==> src/rtl/line_uart_tx.sv <==
// Fizzbuzz line consumer. Each latched 8x4-bit code line is sent as ASCII over 8N1 UART,
// followed by CR LF, and a one-cycle `next` pulse then requests the following line.
module line_uart_tx #(
    parameter int CLKS_PER_BIT = 10417,
    parameter int LINES        = 100,
    parameter int SETTLE       = 3
) (
    input  logic        clk,
    input  logic        rst,
    input  logic        start,
    input  logic [31:0] line,
    input  logic        isnum,
    output logic        next,
    output logic        tx,
    output logic        busy,
    output logic        done
);

    localparam int BAUD_W = $clog2(CLKS_PER_BIT);
    localparam int LINE_W = $clog2(LINES + 1);
    localparam int SET_W  = $clog2(SETTLE + 1);

    localparam logic [BAUD_W-1:0] BAUD_LAST = BAUD_W'(CLKS_PER_BIT - 1);
    localparam logic [LINE_W-1:0] LINE_MAX  = LINE_W'(LINES);
    localparam logic [SET_W-1:0]  SET_LAST  = SET_W'(SETTLE - 1);

    typedef enum logic [2:0] {
        S_IDLE, S_SETTLE, S_FETCH, S_START, S_DATA, S_STOP, S_ADV, S_DONE
    } state_t;

    typedef enum logic [1:0] {P_CHAR, P_CR, P_LF} phase_t;

    state_t             r_state, w_state_nxt;
    phase_t             r_phase, w_phase_nxt;
    logic [BAUD_W-1:0]  r_baud,  w_baud_nxt;
    logic [2:0]         r_bit,   w_bit_nxt;
    logic [2:0]         r_idx,   w_idx_nxt;
    logic [LINE_W-1:0]  r_lines, w_lines_nxt;
    logic [SET_W-1:0]   r_settle, w_settle_nxt;
    logic               r_tx,   w_tx_nxt;
    logic               r_next, w_next_nxt;
    logic               r_busy, w_busy_nxt;
    logic               r_done, w_done_nxt;

    logic [31:0]        r_line;
    logic               r_isnum;

    logic [2:0]         w_idx_inc;
    logic [2:0]         w_bit_inc;
    logic [3:0]         w_nib;
    logic [3:0]         w_nib_next;
    logic [7:0]         w_byte;
    logic [LINE_W-1:0]  w_lines_inc;
    logic               w_baud_end;

    // Codes illegal for the latched line type become '?' so character positions are preserved.
    function automatic logic [7:0] code_to_ascii(input logic [3:0] code, input logic num);
        logic [7:0] ch;
        ch = 8'h3F;
        if (code <= 4'd9) begin
            if (num)
                ch = 8'h30 + {4'h0, code};
        end else if (!num) begin
            case (code)
                4'd10:   ch = 8'h42;
                4'd11:   ch = 8'h46;
                4'd12:   ch = 8'h69;
                4'd13:   ch = 8'h75;
                4'd14:   ch = 8'h7A;
                default: ch = 8'h3F;
            endcase
        end
        return ch;
    endfunction

    assign w_idx_inc   = r_idx + 3'd1;
    assign w_bit_inc   = r_bit + 3'd1;
    assign w_nib       = r_line[{r_idx, 2'b00} +: 4];
    assign w_nib_next  = r_line[{w_idx_inc, 2'b00} +: 4];
    assign w_lines_inc = r_lines + 1'b1;
    assign w_baud_end  = (r_baud == BAUD_LAST);

    always_comb begin
        w_byte = 8'h0A;
        case (r_phase)
            P_CHAR:  w_byte = code_to_ascii(w_nib, r_isnum);
            P_CR:    w_byte = 8'h0D;
            default: w_byte = 8'h0A;
        endcase
    end

    always_comb begin
        w_state_nxt  = r_state;
        w_phase_nxt  = r_phase;
        w_baud_nxt   = r_baud;
        w_bit_nxt    = r_bit;
        w_idx_nxt    = r_idx;
        w_lines_nxt  = r_lines;
        w_settle_nxt = r_settle;
        w_tx_nxt     = r_tx;
        w_next_nxt   = 1'b0;
        w_busy_nxt   = r_busy;
        w_done_nxt   = r_done;

        case (r_state)
            S_IDLE: begin
                w_tx_nxt = 1'b1;
                if (start) begin
                    w_state_nxt = S_FETCH;
                    w_busy_nxt  = 1'b1;
                end
            end

            S_SETTLE: begin
                if (r_settle == SET_LAST) begin
                    w_settle_nxt = '0;
                    w_state_nxt  = S_FETCH;
                end else begin
                    w_settle_nxt = r_settle + 1'b1;
                end
            end

            // An empty line (terminator in nibble 0) goes straight to CR.
            S_FETCH: begin
                w_idx_nxt   = '0;
                w_phase_nxt = (line[3:0] == 4'hF) ? P_CR : P_CHAR;
                w_baud_nxt  = '0;
                w_tx_nxt    = 1'b0;
                w_state_nxt = S_START;
            end

            S_START: begin
                if (w_baud_end) begin
                    w_baud_nxt  = '0;
                    w_bit_nxt   = '0;
                    w_tx_nxt    = w_byte[0];
                    w_state_nxt = S_DATA;
                end else begin
                    w_baud_nxt = r_baud + 1'b1;
                end
            end

            S_DATA: begin
                if (w_baud_end) begin
                    w_baud_nxt = '0;
                    if (r_bit == 3'd7) begin
                        w_tx_nxt    = 1'b1;
                        w_state_nxt = S_STOP;
                    end else begin
                        w_bit_nxt = w_bit_inc;
                        w_tx_nxt  = w_byte[w_bit_inc];
                    end
                end else begin
                    w_baud_nxt = r_baud + 1'b1;
                end
            end

            S_STOP: begin
                if (w_baud_end) begin
                    w_baud_nxt = '0;
                    if (r_phase == P_LF) begin
                        w_lines_nxt = w_lines_inc;
                        if (w_lines_inc == LINE_MAX) begin
                            w_busy_nxt  = 1'b0;
                            w_done_nxt  = 1'b1;
                            w_state_nxt = S_DONE;
                        end else begin
                            w_next_nxt   = 1'b1;
                            w_settle_nxt = '0;
                            w_state_nxt  = S_SETTLE;
                        end
                    end else begin
                        w_state_nxt = S_ADV;
                    end
                end else begin
                    w_baud_nxt = r_baud + 1'b1;
                end
            end

            S_ADV: begin
                if (r_phase == P_CHAR) begin
                    if (r_idx == 3'd7 || w_nib_next == 4'hF)
                        w_phase_nxt = P_CR;
                    else
                        w_idx_nxt = w_idx_inc;
                end else begin
                    w_phase_nxt = P_LF;
                end
                w_tx_nxt    = 1'b0;
                w_state_nxt = S_START;
            end

            S_DONE: begin
                w_tx_nxt = 1'b1;
            end

            default: begin
                w_tx_nxt    = 1'b1;
                w_state_nxt = S_IDLE;
            end
        endcase
    end

    always_ff @(posedge clk) begin
        if (!rst) begin
            r_state  <= S_IDLE;
            r_phase  <= P_CHAR;
            r_baud   <= '0;
            r_bit    <= '0;
            r_idx    <= '0;
            r_lines  <= '0;
            r_settle <= '0;
            r_tx     <= 1'b1;
            r_next   <= 1'b0;
            r_busy   <= 1'b0;
            r_done   <= 1'b0;
        end else begin
            r_state  <= w_state_nxt;
            r_phase  <= w_phase_nxt;
            r_baud   <= w_baud_nxt;
            r_bit    <= w_bit_nxt;
            r_idx    <= w_idx_nxt;
            r_lines  <= w_lines_nxt;
            r_settle <= w_settle_nxt;
            r_tx     <= w_tx_nxt;
            r_next   <= w_next_nxt;
            r_busy   <= w_busy_nxt;
            r_done   <= w_done_nxt;
        end
    end

    // Line contents are frozen at FETCH; the producer may change them freely afterwards.
    always_ff @(posedge clk) begin
        if (r_state == S_FETCH) begin
            r_line  <= line;
            r_isnum <= isnum;
        end
    end

    assign tx   = r_tx;
    assign next = r_next;
    assign busy = r_busy;
    assign done = r_done;

endmodule
==> config.mk <==
export PLATFORM = sky130hd
export DESIGN_NAME = line_uart_tx
export DESIGN_NICKNAME = d
export VERILOG_FILES = /design/src/rtl/line_uart_tx.sv
export SDC_FILE = /design/constraint.sdc
export NUM_CORES = 1
export LEC_CHECK = 0
export ABC_AREA = 1
export BUFFER_PORTS_ARGS = -buffer_cell sky130_fd_sc_hd__buf_2
export CAP_MARGIN = 25
export CORE_MARGIN = 2
export CORE_UTILIZATION = 53
export DETAILED_ROUTE_END_ITERATION = 10
export PLACE_DENSITY = 0.76
export SLEW_MARGIN = 20
export SYNTH_ARGS = -nofsm -noshare
export SYNTH_HDL_FRONTEND = slang
export SYNTH_SLANG_ARGS = --single-unit
==> constraint.sdc <==
create_clock -name clk -period 3 [get_ports clk]
set_clock_uncertainty 0.05 [all_clocks]
set_input_delay 0.6 -clock clk [delete_from_list [all_inputs] [get_ports clk]]
set_output_delay 0.6 -clock clk [all_outputs]
set_load 0.02 [all_outputs]
; Word-level counts from Yosys, hierarchy flattened
; Cells that the tools add are included.
[word_totals]
reg_bits = 71
latchBits = 0
ram_bits = 0
rom_bits = 0
inputBits = 36
wordCells = 124
mem_count = 0
[op_classes]
add_sub_neg = 6
n_mul = 0
n_div = 0
magnitude_cmp = 2
n_eq_ne = 34
n_shift = 2
mux = 44
bitwise = 0
reduce_logical = 23
[op_table]
columns = op, count
row1 = indexed part select 32 x 6 -> 4 bit, 2
row2 = 2-to-1 mux 3 bit, 13
row3 = case mux 7 bit (5 select lines), 1
row4 = "equality test 4 bit, second input constant", 7
row5 = case mux 14 bit (2 select lines), 1
row6 = "!= test 2 bit, second input constant", 12
row7 = "equality test 3 bit, second input constant", 6
row8 = case mux 3 bit (6 select lines), 1
row9 = case mux 8 bit (2 select lines), 1
row10 = AND reduction 4 bit, 4
row11 = "adder 14 x 1 -> 14 bit, second input constant", 1
row12 = "equality test 14 bit, second input constant", 1
row13 = 2-to-1 mux 14 bit, 1
row14 = 2-to-1 mux 7 bit, 2
row15 = 2-to-1 mux 2 bit, 6
row16 = case mux 3 bit (2 select lines), 2
row17 = 2-to-1 mux 1 bit, 10
row18 = nonzero test 2 bit, 5
row19 = AND reduction 3 bit, 3
row20 = 2-to-1 mux 8 bit, 1
row21 = case mux 2 bit (2 select lines), 2
row22 = "adder 6 x 4 -> 7 bit, first input constant", 1
row23 = "adder 7 x 1 -> 7 bit, second input constant", 1
row24 = "equality test 7 bit, second input constant", 1
row25 = 22 further kinds, 26

; Depth between registers and ports, before layout
; Gate-level depths: netlist of run 1.
[depth]
depth_word = 11
ltp_mapped = 21
ltp_nobuf = 20

; Worst setup path before layout of run 1
; No wires, ideal clock.
[synth_path]
path_kind = register -> register
startpoint = register r_state[1]
endpoint = register r_baud[3]
setup_ns = 0.128
arrival_time_ns = 2.922
required_time_ns = 2.822
path_slack_ns = -0.099
path_stages_with_launch = 9
n_path_buf = 1
period_less_slack_ns = 3.099
path_cell_list = dfxtp_1 > inv_1 > nor2_1 > inv_1 > nor2_1 > nor2_1 > buf_2 > a32oi_1 > nor2_1
[synth_via]
elab_chain_len = 3
elab_cells_between_ends = 7
classes_between = eq/ne (4) / mux (1) / reduce/logical (2)
[synth_lines]
columns = element, line_no
row1 = start: declaration, 33  ; state_t r_state, w_state_nxt;
row2 = start signal: assignment, 218  ; r_state <= w_state_nxt;
row3 = equality test 3 bit or equality test 3 x 2 -> 1 bit (tied branches), 105  ; case (r_state)
row4 = OR reduction 3 bit (no source line), n/a
row5 = case mux 14 bit (2 select lines) or nonzero test 2 bit (tied branches), n/a
row6 = end signal: assignment, 220  ; r_baud <= w_baud_nxt;
row7 = end: declaration, 35  ; logic [BAUD_W-1:0] r_baud, w_baud_nxt;
; Parallel ways exist; a longest one is shown, timed or not.
; A chain may end at the register's enable or synchronous reset.

; Final worst setup path of run 1
[layout_path]
startpoint = register r_idx[0]
endpoint = register r_tx, in the netlist tx
[layout_via]
elab_chain_len = 11
elab_cells_between_ends = 19
classes_between = add/sub (1) / order compare (1) / eq/ne (5) / shift (1) / mux (11)
[layout_lines]
columns = element, line_no
row1 = start: declaration, 37  ; logic [2:0] r_idx, w_idx_nxt;
row2 = start signal: assignment, 222  ; r_idx <= w_idx_nxt;
row3 = indexed part select 32 x 6 -> 4 bit (*), 78  ; assign w_nib = r_line[{r_idx, 2'b00} +: 4];
row4 = branches (longest 3 deep; another with adder 6 x 4 -> 7 bit), n/a
row5 = 2-to-1 mux 8 bit (*), 60  ; if (code <= 4'd9) begin
row6 = case mux 8 bit (2 select lines) (*), 85  ; case (r_phase)
row7 = binary-select mux 1 bit (select 3 bit), 151  ; w_tx_nxt = w_byte[w_bit_inc];
row8 = 2-to-1 mux 1 bit (implied by the code), 151
row9 = 2-to-1 mux 1 bit, 146  ; if (r_bit == 3'd7) begin
row10 = 2-to-1 mux 1 bit, 144  ; if (w_baud_end) begin
row11 = case mux 1 bit (4 select lines) (*), 105
row12 = end signal: assignment, 225  ; r_tx <= w_tx_nxt;
row13 = end: declaration, 40  ; logic r_tx, w_tx_nxt;
; Mark *: on every way between the ends. The select of a mux whose other input is x is not followed.

==> results of run 1 <==
## state kept, by name, indices dropped and copies added, names as in the netlist, 2 cells and up
register	flops
r_settle	2
r_idx	3
r_line	32
r_bit	3
r_state	3
r_baud	14
r_phase	2
r_lines	7
## per-layer routing
| layer | track usage, % | share of wire (%) | up-vias |
|---|---|---|---|
| met4 | 9.36 | 1.9 | 0 |
| li1 | - | - | 1776 |
| met5 | 0 | 0 | - |
| met3 | 4.34 | 4.4 | 15 |
| met2 | 32.7 | 45 | 74 |
| met1 | 30.4 | 49 | 1521 |
## logic make-up after synthesis
kind of cell	after synthesis	synth area share (%)
xor gates and xnor gates	6	1.37
adders and majority gates	8	2.60
DFF	71	45.5
buffers and inverters	101	10.5
AOI/OAI and AO/OA	82	11.9
and+or+nand+nor	246	28.2
## area by class of cell
| class | instances | area [sq um] | area share (%) |
|---|---|---|---|
| multi-input cells | 342 | 1700 | 39.3 |
| repair buffers | 42 | 218 | 5.04 |
| flip-flops and latches | 71 | 1750 | 40.6 |
| clock inverters | 7 | 63.8 | 1.48 |
| well taps | 99 | 124 | 2.87 |
| clock buffers | 9 | 124 | 2.87 |
| inverters | 91 | 342 | 7.91 |
## worst max-delay path by stage
stage	from	slack, ps	endpoint	cells past startpoint
global placement	r_idx[1]	860	tx	17
global route	r_idx[0]	430	tx	20
finish	r_idx[0]	760	tx	19
detailed placement	r_state[2]	810	r_baud[13]	9
CTS	r_idx[0]	800	tx	19
floorplan	r_state[1]	520	r_baud[3]	8
## worst reg2reg max path, delay by kind of cell (launching register included)
family	cells	cell delay, ps
buffers and inverters	2	490
flip-flops	1	300
AND/OR/NAND/NOR	17	1290
## power by group
group / switching [W] / internal, W / total, W
Sequential: 0.000123 / 0.00130 / 0.00142
Combinational: 0.000706 / 0.000316 / 0.00102
Clock: 0.000353 / 0.000376 / 0.000729
Total: 0.00118 / 0.00199 / 0.00317
## per-stage QoR
stage                     utilization [%]  cell area [sq um]
after floorplan                         -               3850
after global placement               57.9               4130
after detailed placement             57.9               4130
after CTS                            60.5               4320
after global routing                 60.5               4320
final                                60.5               4320
## cells in the final DEF (no fill, tap or decap), types with 2 or more instances in the layout
master | synthesis | final
nor4_1 | 2 | 2
o31ai_1 | 2 | 2
dfxtp_1 | 38 | 38
ha_1 | 8 | 8
nand2_2 | 5 | 5
buf_2 | 4 | 39
nor2_2 | 3 | 4
nand4_1 | 7 | 7
nor3_1 | 9 | 9
buf_4 | 3 | 3
edfxtp_1 | 33 | 33
clkinvlp_4 | 0 | 2
nand3_1 | 51 | 51
inv_2 | 7 | 7
a211oi_1 | 3 | 3
a221oi_1 | 2 | 2
nor2_1 | 43 | 42
a41oi_1 | 4 | 4
nand3b_1 | 3 | 3
nand2_1 | 118 | 118
o311ai_0 | 2 | 2
inv_1 | 84 | 84
clkbuf_8 | 0 | 9
o21ai_0 | 26 | 26
a21oi_1 | 41 | 41
xor2_1 | 5 | 5
clkinv_2 | 0 | 3
nor2_4 | 3 | 3
==> metrics.txt, run 1 <==
outcome=finished, final reports clean; Starting Density=53.9%; MaxCap Viol Count=0; CTS Buf Count=9; Rows=31; most frequent cells after synthesis=nand2_1, inv_1, nand3_1; Seq cells post-synth=71; CP endpoint kind=register; count leader, synth=nand2_1; initial antenna violation count=0; cell accounting for the most synthesized area=edfxtp_1; number of fill cells in the layout=676; reg2reg start=r_idx[0]; Critical Path RT=3200 ps; Die Y=89.2 um; post-synthesis cell type count=32; main flop type after synthesis=dfxtp_1; final layout net count=601; final total power=0.00317 W; cell mode on critical path=nand2_1; Post-Syn Area per Cell=7.49 sq um; Data arrival, critical path=2440 ps; setup TNS=0 ps; Pleak=1.83 nW; hold slack=370 ps; pin count of the biggest net entering global routing=34; Async S/R FF share, synth=0%; Cells after Synth=514; Min Clock Period, post-route=2240 ps; cells along the critical path=buf_4 > inv_2 > nand2_1 > nand3_1 > nand2_1 > nand2_1 > nand2_2 > nand2_1 > nand4_1 > nand3_1 > nand3_1 > nand2_1 > nand2_1 > nand2_1 > nand2_1 > nand2_1 > nand2_1 > nand2_1 > nand2_1; CP peak stage delay=300 ps; GP Congestion=0.936; Ports=40; Setup Slack @ Placement=812 ps; Worst Slack Setup Final=761 ps; crit path max-delay cell type=dfxtp_1; Residual DRC=0; port bufs=39; clock sinks=71; critical path type=register to register; Hold Crit Depth=1; Root Buffer=clkbuf_8; H-tree level count=3; post-cts sizing count=0; Final Cycle Share=74.6%; delay-heaviest family, CP=simple AND/OR/NAND/NOR gates; DR vias/cell=5.12; placed cells=645; Via Count=3,386; worst reg2reg path depth=19; routed wire length=7.93 mm; Mapped Nets=558; RSZ-0062 raised after global routing=no; number of flops mapped to enable cells by yosys=33; die width=89.2 um; GRT Residual Overflow=0; post-CTS setup buffer count=0; final setup violation count=0; top cell type's share of synthesized area=25.7%; startpoint types=register; worst-margin pin slew=800 ps; vias in the first global route=3,054; WL/cell=12.0 um; # diodes=0; area grow syn2layout=12.2%; antenna-violating nets left=0; Max-slew headroom=46.2%; Worst-path clk slew=70 ps; Hold Path Sink=r_line[8]; pins over their slew limit=0; worst min-delay path class=primary input to register; Fmax=447 MHz; Synth Cell Area=3850 sq um; post-synthesis sequential area ratio=45.5%; Cell Count, Final, Fillers Out=661; synth top area cells=edfxtp_1, dfxtp_1, nand2_1, inv_1, nand3_1; worst path buffer plus inverter count=2; core area=7140 sq um; Worst VDD drop=0.000334 V; global-route wire length before repair=13.4 mm; CTS tree=done; Crit Reg-Reg Endpoint=tx; CTS Hold Bufs=0; post-DP HPWL=5.93 mm; DRT iter0 DRCs=210; GRT Total Usage=21.7%; Clock Latency Late Sink=350 ps; share of cells above drive strength 1=13.7%; Pre-antenna DRT Iters=5; flop-to-flop setup slack=760 ps; Yosys Warn Count=0; critical path fanouts, max=23; clk buf depth=2; die area=7960 sq um; min-delay src=line[8]; power density over the cells=734 nW/um^2; Final Hold Vio Count=0
Note: power is estimated with default switching activity, not from simulation.
==> run 2: changes to the inputs <==
- clock period: 3 -> 1.8 ns (I/O delays scaled with it)
==> run 2 against run 1 <==
Compared with the run above: the flow now finishes with violations (negative setup slack); critical path depth is 3 lower; cell count increased by 10%; fmax up 11%; die area unchanged; via count grew 19%; power grew 94%; sequential power rose by 69%; non-clock buffer count up 68; critical path type unchanged; sequential share of layout area fell by 6.8 points; flip-flop and latch count unchanged; register-to-register slack worse by 980 ps; setup slack got worse by 980 ps.
==> metrics.txt, run 2 (same netlist as run 1, synthesis figures left out) <==
post-DP HPWL=6.58 mm; WL/cell=15.0 um; DRT iter0 DRCs=316; die area=7960 sq um; share of cells above drive strength 1=35.4%; # diodes=0; post-route cell area=5250 sq um; H-tree level count=3; CP endpoint kind=register; Root Buffer=clkbuf_8; placed cell area=4510 sq um; GRT Residual Overflow=0; min-delay src=line[24]; Ports=40; die width=89.2 um; Clock Latency Late Sink=360 ps; CTS Hold Bufs=0; worst min-delay path class=primary input to register; final setup violation count=16; routed wire length=10.9 mm; Residual DRC=0; Critical Path RT=2000 ps; Final Cycle Share=112%; pin count of the biggest net entering global routing=34; number of fill cells in the layout=529; Data arrival, critical path=2220 ps; critical path type=register to register; vias in the first global route=3,577; antenna-violating nets left=0; CTS tree=done; Worst-path clk slew=90 ps; Via Count=4,021; MaxCap Viol Count=0; Hold Crit Depth=1; reg2reg start=r_baud[2]; hold slack=121 ps; Final Hold Vio Count=0; worst-margin pin slew=392 ps; Fmax=494 MHz; Hold Path Sink=r_line[24]; global-route wire length before repair=15.7 mm; RSZ-0062 raised after global routing=yes; CTS Buf Count=9; biggest regs=r_line x32, r_baud x14, r_lines x7; commonest non-fill, non-tap cells in the layout=nand2_1, inv_1, buf_4; Pleak=2.25 nW; pins over their slew limit=0; GRT Total Usage=25.4%; Rows=31; final total power=0.00614 W; Worst VDD drop=0.000592 V; final layout net count=669; clk buf depth=2; max reg flops=32; clock sinks=71; Cell Count, Final, Fillers Out=729; commonest non-fill, non-tap cell in the layout=nand2_1; flop-to-flop setup slack=-220 ps; outcome=finished with violations; final core utilization=73.6%; critical path fanouts, max=3; Biggest register=r_line; core area=7140 sq um; Min Clock Period, post-route=2020 ps; Crit Reg-Reg Endpoint=r_baud[11]; failing checks=negative setup slack; Starting Density=53.9%; port bufs=39; Pre-antenna DRT Iters=6; Max-slew headroom=73.8%; Worst Slack Setup Final=-224 ps; initial antenna violation count=0; startpoint types=register; DR vias/cell=5.52; placed cells=691; power density over the cells=1170 nW/um^2; GP Congestion=0.883; worst reg2reg path depth=16; area grow syn2layout=36.5%; Die Y=89.2 um
==> run 2: report_power, final <==
group | switching, W | internal [W] | leakage [nW]
clock network | 0.000652 | 0.000727 | 0.110
logic | 0.00148 | 0.000890 | 1.52
registers | 0.000232 | 0.00216 | 0.626
==> run 2: worst max-delay path by stage <==
stage	startpoint	to	slack, ps	cells past startpoint
after floorplan	r_state[1]	r_baud[3]	-3	8
after global placement	r_idx[0]	tx	-120	18
after detailed placement	r_idx[0]	r_phase[1]	-190	9
after CTS	r_baud[2]	r_baud[11]	-110	16
after global routing	r_baud[1]	r_baud[13]	-410	15
final	r_baud[2]	r_baud[11]	-220	16
==> run 2: repair_timing <==
item / 4_1_cts / 5_1_grt
gates resized for setup: 36 / 72
endpoints found under the hold margin: 0 / 0
setup endpoints to repair: 18 / 35
gates cloned: 0 / 1
setup buffers: 20 / 5
pin swaps: 12 / 29
==> run 2: routing by layer <==
| metal | share of wire, % | track usage [%] | vias to the layer above |
|---|---|---|---|
| li1 | - | - | 1919 |
| met3 | 6.1 | 5.82 | 46 |
| met4 | 3.8 | 10.9 | 0 |
| met5 | 0 | 0 | - |
| met1 | 41 | 33.4 | 1892 |
| met2 | 49 | 40.1 | 164 |
==> run 2: cell type report <==
type,count,area [sq um],area share [%]
Multi-Input combinational cell,342,2020,38.4
Sequential cell,71,1770,33.7
Timing Repair Buffer,110,782,14.9
Inverter,91,352,6.69
Clock buffer,12,156,2.98
Tap cell,99,124,2.36
Clock inverter,4,52.6,1.00
==> run 2: stage by stage <==
step | worst slack, ps | TNS [ps]
after global routing | -412 | -4380
after global placement | -122 | -769
after CTS | -114 | -529
final | -224 | -1680
after floorplan | -3.18 | -3.18
after detailed placement | -194 | -1760
==> run 2: critical path: stages, from the launching register on <==
cell and delay, ps:
dfxtp_2 360, inv_2 50, nor3_2 190, inv_1 90
nor2_2 110, inv_1 70, nor2_1 80, inv_1 70
nor2_1 110, inv_2 50, nor2_2 90, inv_2 60
nor2_2 110, xor2_1 170, nor2_1 60, a21oi_1 120
nor2_1 60
==> run 3: changes to the inputs <==
- CORE_ASPECT_RATIO: not set -> 1.2
==> run 3 against run 2 <==
Compared with the run above: the flow still finishes with violations (negative setup slack); global-route usage grew 0.37 points; highest routed layer unchanged; largest cell class unchanged; critical path type unchanged; power up 2.7%; hold slack is essentially flat; core utilization increased by 0.23 points.
==> metrics.txt, run 3 (same netlist as run 1, synthesis figures left out) <==
antenna-violating nets left=0; WL/cell=15.1 um; crit path launch=r_idx[0]; placed cells=686; Cell Count, Final, Fillers Out=713; Biggest register=r_line; clock sinks=71; Net Sw Frac=38.8%; CP endpoint kind=register; initial antenna violation count=0; final setup violation count=14; DRT iter0 DRCs=266; share of cells above drive strength 1=36.8%; Fmax=506 MHz; die width=81.8 um; Residual DRC=0; MaxCap Viol Count=0; Critical Path RT=2000 ps; Ports=40; GRT Total Usage=25.7%; commonest non-fill, non-tap cell in the layout=nand2_1; CTS Hold Bufs=0; outcome=finished with violations; Min Clock Period, post-route=1980 ps; min-delay src=line[9]; max reg flops=32; Final Hold Vio Count=0; Max-slew headroom=71.5%; critical path fanouts, max=20; # diodes=0; GP Congestion=0.925; Combinational Power Share=38.6%; number of fill cells in the layout=514; Final Cycle Share=110%; Die Y=97.4 um; vias in the first global route=3,861; Root Buffer=clkbuf_8; startpoint types=register; Pleak=2.24 nW; failing checks=negative setup slack; DR vias/cell=5.53; clk buf depth=2; H-tree level count=3; port bufs=39; worst-margin pin slew=427 ps; Worst VDD drop=0.000668 V; area of the multi-input gates=2120 sq um; reg2reg start=r_idx[0]; setup TNS=-1160 ps; pins over their slew limit=0; core area=7150 sq um; Data arrival, critical path=2170 ps; Via Count=3,944; Worst-path clk slew=90 ps; Sequential Area=1770 sq um; Rows=34; pin count of the biggest net entering global routing=22; biggest regs=r_line x32, r_baud x14, r_lines x7; Reg power frac=38.1%; critical path type=register to register; Clock Latency Late Sink=360 ps; Pre-antenna DRT Iters=5; area grow syn2layout=37.1%; Starting Density=53.9%; worst min-delay path class=primary input to register; Worst Slack Setup Final=-177 ps; RSZ-0062 raised after global routing=yes; CTS tree=done; power density over the cells=1200 nW/um^2; global-route wire length before repair=16.1 mm; Clk pwr share=23.4%; CTS Buf Count=9; routed wire length=10.7 mm; GRT Residual Overflow=0; final layout net count=662; Net Switching=0.00245 W; die area=7960 sq um; Internal=0.00386 W; commonest non-fill, non-tap cells in the layout=nand2_1, inv_1, buf_4; post-DP HPWL=6.86 mm
==> run 3: changes by cell type in the layout (fill, tap and decap cells not counted), sizes merged <==
cell and change:
clkinv -1, clkinvlp +2, inv +1, buf -6, clkbuf -4, bufinv +1
==> run 3: cell type report <==
cell class / instances / area share, %
clock buffers: 9 / 2.35
clock inverters: 7 / 1.94
inverters: 91 / 6.64
multi-input cells: 342 / 40.2
flip-flops and latches: 71 / 33.5
well taps: 90 / 2.13
repair buffers: 103 / 13.2
==> run 3: power by group through the flow <==
stage	clock, W	sequential [W]	combinational [W]
finish	0.00147	0.00240	0.00243
global placement	0	0.00238	0.00199
floorplan	0	0.00237	0.00133
global route	0.00155	0.00244	0.00265
CTS	0.00148	0.00237	0.00216
detailed placement	0	0.00240	0.00205
==> run 3: final timing paths <==
check        slack [ps]  cells past startpoint        end
min                 120                      1  r_line[9]
max reg2reg        -180                     19         tx
max                -180                     19         tx
min reg2reg         420                      2   r_bit[1]
==> run 3: layer usage <==
layer / vias up / track usage [%] / part of all wire, %
met2: 159 / 45.0 / 54
met1: 1849 / 28.9 / 37
li1: 1893 / - / -
met3: 43 / 3.81 / 4.6
met5: - / 0 / 0
met4: 0 / 14.4 / 4.8
==> run 3: repair_timing <==
action                                  4_1_cts  5_1_grt
gates resized for setup                      53       74
endpoints found under the setup margin       20       36
cloned                                        0        0
pin swaps                                    10       21
setup buffers                                 3        8
==> run 3: critical path, cell delays in order (launching register included) <==
cell and delay, ps:
dfxtp_4 380, buf_12 160, nand2_1 90, nand3_1 80, nand2_1 80, nand2_1 70, nand2_2 110, inv_2 60
nand3_2 70, nor2_1 50, nor2_1 100, o21ai_0 100, nor2_1 100, nor2_1 50, nor2_1 80, nand2_1 60
nand2_1 50, nand2_1 50, nand2_1 50, nand2_1 50
==> run 3: per-stage QoR <==
stage          worst slack [ps]  hold slack, ps  util (%)  total power, W  instance area, sq um
2_1_floorplan             -3.18             394         -         0.00370                  3880
3_3_place_gp               -137             400      63.3         0.00438                  4520
3_5_place_dp               -261             407      63.3         0.00445                  4520
4_1_cts                    -126             117      69.2         0.00601                  4950
5_1_grt                    -275             115      73.8         0.00664                  5280
6_report                   -177             120      73.8         0.00631                  5280
